File: src/rtl/grf_pkg.sv
// Shared types and constants for the general register file and its commit-trace path.
package grf_pkg;

    localparam logic [4:0] REG_ZERO   = 5'd0;
    localparam int         NUM_REGS   = 32;
    localparam int         DROP_CNT_W = 16;

    typedef struct packed {
        logic [31:0] pc;
        logic [4:0]  addr;
        logic [31:0] data;
    } trace_entry_t;

    localparam trace_entry_t TRACE_ENTRY_ZERO = '{pc: 32'd0, addr: 5'd0, data: 32'd0};

endpackage

File: src/rtl/trace_fifo.sv
// First-word-fall-through FIFO of commit-trace entries with sticky drop accounting.
module trace_fifo
    import grf_pkg::*;
#(
    parameter int DEPTH = 8
) (
    input  logic                  clk,
    input  logic                  rst_n,
    input  logic                  push,
    input  trace_entry_t          push_data,
    input  logic                  pop_ready,
    output logic                  valid,
    output trace_entry_t          head,
    output logic                  overflow,
    output logic [DROP_CNT_W-1:0] drop_cnt
);

    localparam int PTR_W = $clog2(DEPTH);
    localparam int CNT_W = PTR_W + 1;

    trace_entry_t     mem_r [DEPTH];
    logic [PTR_W-1:0] wr_ptr_r;
    logic [PTR_W-1:0] rd_ptr_r;
    logic [CNT_W-1:0] count_r;
    logic             overflow_r;
    logic [DROP_CNT_W-1:0] drop_cnt_r;

    logic valid_s;
    logic full_s;
    logic pop_s;
    logic push_ok_s;
    logic drop_s;

    // Handshake decode; a full FIFO still accepts a push when the head leaves the same cycle.
    always_comb begin
        valid_s   = (count_r != {CNT_W{1'b0}});
        full_s    = (count_r == CNT_W'(DEPTH));
        pop_s     = valid_s && pop_ready;
        push_ok_s = push && (!full_s || pop_s);
        drop_s    = push && full_s && !pop_s;
    end

    // Storage, pointers and occupancy.
    always_ff @(posedge clk or negedge rst_n) begin
        if (!rst_n) begin
            for (int i = 0; i < DEPTH; i++) begin
                mem_r[i] <= TRACE_ENTRY_ZERO;
            end
            wr_ptr_r <= {PTR_W{1'b0}};
            rd_ptr_r <= {PTR_W{1'b0}};
            count_r  <= {CNT_W{1'b0}};
        end else begin
            if (push_ok_s) begin
                mem_r[wr_ptr_r] <= push_data;
                wr_ptr_r        <= wr_ptr_r + PTR_W'(1);
            end
            if (pop_s) begin
                rd_ptr_r <= rd_ptr_r + PTR_W'(1);
            end
            case ({push_ok_s, pop_s})
                2'b10:   count_r <= count_r + CNT_W'(1);
                2'b01:   count_r <= count_r - CNT_W'(1);
                default: count_r <= count_r;
            endcase
        end
    end

    // Sticky drop flag and saturating drop counter, cleared only by reset.
    always_ff @(posedge clk or negedge rst_n) begin
        if (!rst_n) begin
            overflow_r <= 1'b0;
            drop_cnt_r <= {DROP_CNT_W{1'b0}};
        end else if (drop_s) begin
            overflow_r <= 1'b1;
            if (drop_cnt_r != {DROP_CNT_W{1'b1}}) begin
                drop_cnt_r <= drop_cnt_r + DROP_CNT_W'(1);
            end
        end
    end

    assign valid    = valid_s;
    assign head     = mem_r[rd_ptr_r];
    assign overflow = overflow_r;
    assign drop_cnt = drop_cnt_r;

endmodule

File: src/rtl/grf_wb_sink.sv
// 32x32 general register file fed by the write-back commit port, with W-to-D bypass and commit trace.
module grf_wb_sink
    import grf_pkg::*;
#(
    parameter int TRACE_DEPTH = 8,
    parameter bit LOG_ZERO    = 1'b0
) (
    input  logic                  clk,
    input  logic                  reset_n,
    input  logic                  WD_RegWrite,
    input  logic [4:0]            WD_WRA,
    input  logic [31:0]           WD_WRD,
    input  logic [31:0]           WD_PCWhenWrite,
    input  logic [4:0]            D_RA1,
    input  logic [4:0]            D_RA2,
    output logic [31:0]           D_RD1,
    output logic [31:0]           D_RD2,
    output logic                  trc_valid,
    input  logic                  trc_ready,
    output logic [31:0]           trc_pc,
    output logic [4:0]            trc_addr,
    output logic [31:0]           trc_data,
    output logic                  trc_overflow,
    output logic [DROP_CNT_W-1:0] trc_drop_cnt
);

    logic [31:0]  regs_r [NUM_REGS];
    logic         wr_nz_s;
    logic         push_s;
    trace_entry_t push_entry_s;
    trace_entry_t head_s;

    // Commit decode: $0 is never written, and only logged when LOG_ZERO is set.
    always_comb begin
        wr_nz_s = WD_RegWrite && (WD_WRA != REG_ZERO);
        if (LOG_ZERO) begin
            push_s = WD_RegWrite;
        end else begin
            push_s = wr_nz_s;
        end
        push_entry_s = '{pc: WD_PCWhenWrite, addr: WD_WRA, data: WD_WRD};
    end

    // Register array update.
    always_ff @(posedge clk or negedge reset_n) begin
        if (!reset_n) begin
            for (int i = 0; i < NUM_REGS; i++) begin
                regs_r[i] <= 32'd0;
            end
        end else if (wr_nz_s) begin
            regs_r[WD_WRA] <= WD_WRD;
        end
    end

    // Decode read ports: $0 reads zero, an in-flight commit to the same register bypasses the array.
    always_comb begin
        if (D_RA1 == REG_ZERO) begin
            D_RD1 = 32'd0;
        end else if (WD_RegWrite && (WD_WRA == D_RA1)) begin
            D_RD1 = WD_WRD;
        end else begin
            D_RD1 = regs_r[D_RA1];
        end
        if (D_RA2 == REG_ZERO) begin
            D_RD2 = 32'd0;
        end else if (WD_RegWrite && (WD_WRA == D_RA2)) begin
            D_RD2 = WD_WRD;
        end else begin
            D_RD2 = regs_r[D_RA2];
        end
    end

    trace_fifo #(
        .DEPTH (TRACE_DEPTH)
    ) u_trace_fifo (
        .clk       (clk),
        .rst_n     (reset_n),
        .push      (push_s),
        .push_data (push_entry_s),
        .pop_ready (trc_ready),
        .valid     (trc_valid),
        .head      (head_s),
        .overflow  (trc_overflow),
        .drop_cnt  (trc_drop_cnt)
    );

    assign trc_pc   = head_s.pc;
    assign trc_addr = head_s.addr;
    assign trc_data = head_s.data;

endmodule

File: config.mk
export PLATFORM = sky130hd
export DESIGN_NAME = grf_wb_sink
export DESIGN_NICKNAME = d
export VERILOG_FILES = /design/src/rtl/grf_pkg.sv /design/src/rtl/trace_fifo.sv /design/src/rtl/grf_wb_sink.sv
export SDC_FILE = /design/constraint.sdc
export NUM_CORES = 2
export LEC_CHECK = 0
export ABC_CLOCK_PERIOD_IN_PS = 3400
export CAP_MARGIN = 20
export CORE_ASPECT_RATIO = 1.25
export CORE_UTILIZATION = 25
export CTS_CLUSTER_DIAMETER = 60
export DETAILED_ROUTE_END_ITERATION = 10
export DONT_BUFFER_PORTS = 1
export SLEW_MARGIN = 10
export SYNTH_ARGS = -nofsm -noshare
export SYNTH_HDL_FRONTEND = slang
export SYNTH_SLANG_ARGS = --single-unit
export TNS_END_PERCENT = 100
File: constraint.sdc
create_clock -name clk -period 3.4 [get_ports clk]
set_clock_uncertainty 0.1 [all_clocks]
set_input_delay 0 -clock clk [delete_from_list [all_inputs] [get_ports clk]]
set_output_delay 0 -clock clk [all_outputs]
set_load 0.005 [all_outputs]
==> impl_metrics.py <==
metrics = {
    "setup_path": {
        "r2r-end": "u_trace_fifo.mem_r[255]$_DFFE_PN0P_",
        "path_max_fanout": 28,
        "worstRegToRegCells": 8,
        "cpPeakStageDelay_ps": 930,
        "startpoint_type": "input pin",
        "worst-path-buf-inv": 4,
        "crit_path_frequent_cell": "dlygate4sd3_1",
        "critical_path_required_ps": 4020,
        "crit_chain": "dlygate4sd3_1 > or3b_2 > dlygate4sd3_1 > nor2_4 > buf_12 > mux2_2 > dlygate4sd3_1",
        "criticalPathCategory": "input pin to flop",
        "cp.depth": 7,
        "crit_family": "buffers and inverters",
        "cp-end-kind": "flop",
        "rrSetupSlack_ps": 240,
        "arrival_ps": 4030,
        "slowest_stage": "dlygate4sd3_1",
        "worstReg2RegStart": "u_trace_fifo.count_r[0]$_DFFE_PN0P_",
    },
    "layout": {
        "drive_above_1_share": 0.509,
        "nNetsFinal": 5473,
        "design_area_um2": 95400,
        "fin_util": 0.295,
        "fillers": 32044,
        "area_growth_pct": 17.3,
    },
    "floorplan": {
        "start_util": 0.252,
        "core_area_um2": 323000,
        "die_w_um": 512,
        "io_pins": 234,
        "chipHeight_um": 640,
        "num_rows": 233,
        "dieArea_um2": 328000,
    },
    "clock_tree": {
        "numCtsBuffers": 178,
        "clockBufferDepth": 3,
        "path_clk_slew_ps": 60,
        "clock_latency_ps": 810,
        "cts_sinks": 1603,
        "cts.htree.levels": 4,
        "root_buffer": "clkbuf_16",
        "cts_tree": "done",
    },
    "placement": {
        "io_buffers": 0,
        "dp_hpwl_um": 161000,
        "place_area_um2": 86300,
        "gp_congestion": 0.807,
    },
    "sta": {
        "slew-limit-headroom": 0.185,
        "whs_ps": -1260,
        "fin_crit_sh": 1.00,
        "setup_tns_ps": -8.46,
        "final_max_slew_viol_count": 0,
        "fin_ws_ps": -8.46,
        "hold_viol": 536,
        "min_period_ps": 3410,
        "max_freq_mhz": 293,
        "finalSetupViolations": 1,
        "rsz0062_at_grt": "no",
        "worst_slew_pin_slew_ps": 1220,
    },
    "logic_synthesis": {
        "post_synth_inst_count": 5354,
        "ys_ff_latch": 1603,
        "synth.distinct_cells": 80,
        "ys_seq_area_frac": 0.493,
        "synth_warnings": 0,
        "mappedNetlistNets": 5443,
        "ys_async_sr_fraction": 1.00,
        "synth_edf_count": 0,
        "synth_area_um2": 81300,
        "synth_area_per_cell_um2": 15.2,
        "synth_ff_type": "dfrtp_1",
    },
    "drt": {
        "routed_wirelength_um": 280000,
        "wl_per_cell_um": 28.6,
        "drt_iter0_markers": 4951,
        "drt-pass1-iter-count": 8,
        "detail-route-antenna-nets": 0,
        "drcViolationCount": 0,
        "wl_met1_um": 107000,
        "route.met2.wl_um": 136000,
        "top_layer_used": "met5",
        "via_count": 51471,
        "wl_met3_um": 20400,
        "viasPerCell": 5.26,
    },
    "outcome": {
        "run_status": "finished with violations",
        "violations": "hold timing, setup timing",
    },
    "global_route": {
        "gr-usage-all-layers": 0.168,
        "overflow": 0,
        "grt_max_degree": 325,
        "antenna_found_initial": 20,
        "grt_pass1_vias": 54786,
        "grt_pass1_wl_um": 402000,
    },
    "power": {
        "cellPowerDensity_nw_per_um2": 725,
        "power.total_w": 0.0691,
        "leakage_nw": 39.7,
        "irDropWorstVdd_v": 0.000560,
    },
    "worst_hold_path": {
        "hold_path_class": "input pin to async pin",
    },
    "job": {
        "cap_violations": 0,
    },
}
-- where the power goes --
group          switching [W]  total, W  internal [W]
logic                0.00835    0.0203        0.0119
clock network        0.00836    0.0202        0.0119
registers            0.00378    0.0286        0.0248
-- repair_timing --
action | 4_1_cts | 5_1_grt
hold buffers | 210 | 2
setup buffers | 0 | 4
pin swaps | 0 | 1
endpoints found under the setup margin | 217 | 218
endpoints found under the hold margin | 2171 | 414
gates resized for setup | 2 | 2
cloned | 2 | 4
-- worst register-to-register path, delay by kind of cell, from the launching register on --
family	cells	cell delay, ps
flip-flops	1	470
multiplexers	1	460
buffers and inverters	3	1180
AND/OR/NAND/NOR	4	870
-- cell usage after synthesis, drive strengths merged (28+ instances only) --
master	n	area share
mux2	1687	0.23
o22ai	67	0.0052
o21ai	58	0.0036
a221oi	44	0.0049
buf	302	0.023
nand2	59	0.0027
nor3	32	0.0023
nor2	67	0.0031
mux2i	203	0.025
a22oi	78	0.0072
a21oi	46	0.0028
a221o	42	0.0052
clkbuf	267	0.012
a211oi	28	0.0026
dfrtp	1603	0.49
mux4	542	0.15
-- final cells by class --
type / instances / area, um^2 / share of cell area
antenna: 30 / 75.1 / 0.000787
tap: 4230 / 5290 / 0.0555
timing repair buffer: 419 / 5040 / 0.0528
clock inverter: 66 / 820 / 0.00859
inverter: 11 / 41.3 / 0.000433
clock buffer: 263 / 5360 / 0.0562
multi-input combinational: 3171 / 38600 / 0.405
sequential: 1603 / 40100 / 0.421
-- layout by cell type, fill, tap and decap left out, types with 20 or more instances in the layout --
master	instances
clkbuf_16	186
buf_12	85
o22ai_1	67
a211oi_1	27
dfrtp_1	1600
o21ai_0	55
clkbuf_1	31
nand2_1	44
buf_4	136
diode_2	30
clkbuf_8	50
mux2_4	20
mux2_2	1637
dlygate4sd3_1	178
mux2_1	30
a22oi_1	78
nor3_1	28
a221o_1	42
clkinv_2	36
a21oi_1	46
a221oi_1	42
nor2_1	46
xnor2_1	27
mux2i_1	203
mux4_2	542
-- sequential cells by signal, summed over array words and instances (netlist names) --
register,count
u_trace_fifo.count_r,4
regs_r,1024
u_trace_fifo.drop_cnt,16
u_trace_fifo.overflow,1
u_trace_fifo.mem_r,552
u_trace_fifo.rd_ptr_r,3
u_trace_fifo.wr_ptr_r,3
-- how the worst max path moves through the flow --
stage / end / startpoint / slack, ps
5_1_grt: regs_r[380]$_DFFE_PN0P_ / WD_WRA[1] / 50
4_1_cts: u_trace_fifo.mem_r[261]$_DFFE_PN0P_ / u_trace_fifo.count_r[0]$_DFFE_PN0P_ / 10
3_5_place_dp: regs_r[293]$_DFFE_PN0P_ / reset_n / -1400
3_3_place_gp: regs_r[421]$_DFFE_PN0P_ / reset_n / -1150
6_report: regs_r[373]$_DFFE_PN0P_ / WD_WRA[1] / -8
2_1_floorplan: u_trace_fifo.count_r[2]$_DFFE_PN0P_ / u_trace_fifo.count_r[1]$_DFFE_PN0P_ / 960
-- per-layer routing --
metal	vias to the layer above	global-route usage
met5	-	0
met2	2047	0.278
met4	2	0.0956
li1	20596	-
met1	28179	0.199
met3	647	0.0378
-- through the flow --
stage               instances  hold slack (ps)  setup WS (ps)
floorplan                5354             -396            960
global placement         9207             -394          -1150
detailed placement       9208             -395          -1400
CTS                      9749            -1320           11.8
global route             9782            -1280           50.3
finish                   9793            -1260          -8.46
-- cell families (layout without fill, tap and decap cells) --
logic type,Yosys count,count (layout),synth area share
multiplexers,2432,2432,0.410
flip-flops,1603,1603,0.493
buffers and inverters,580,759,0.0354
AO/OA/AOI/OAI,437,437,0.0397
AND/OR/NAND/NOR,262,262,0.0173
XOR/XNOR,34,34,0.00366
adder cells (fa/ha/maj),6,6,0.000923
other,0,30,0
Note: power is estimated with default switching activity, not from simulation.
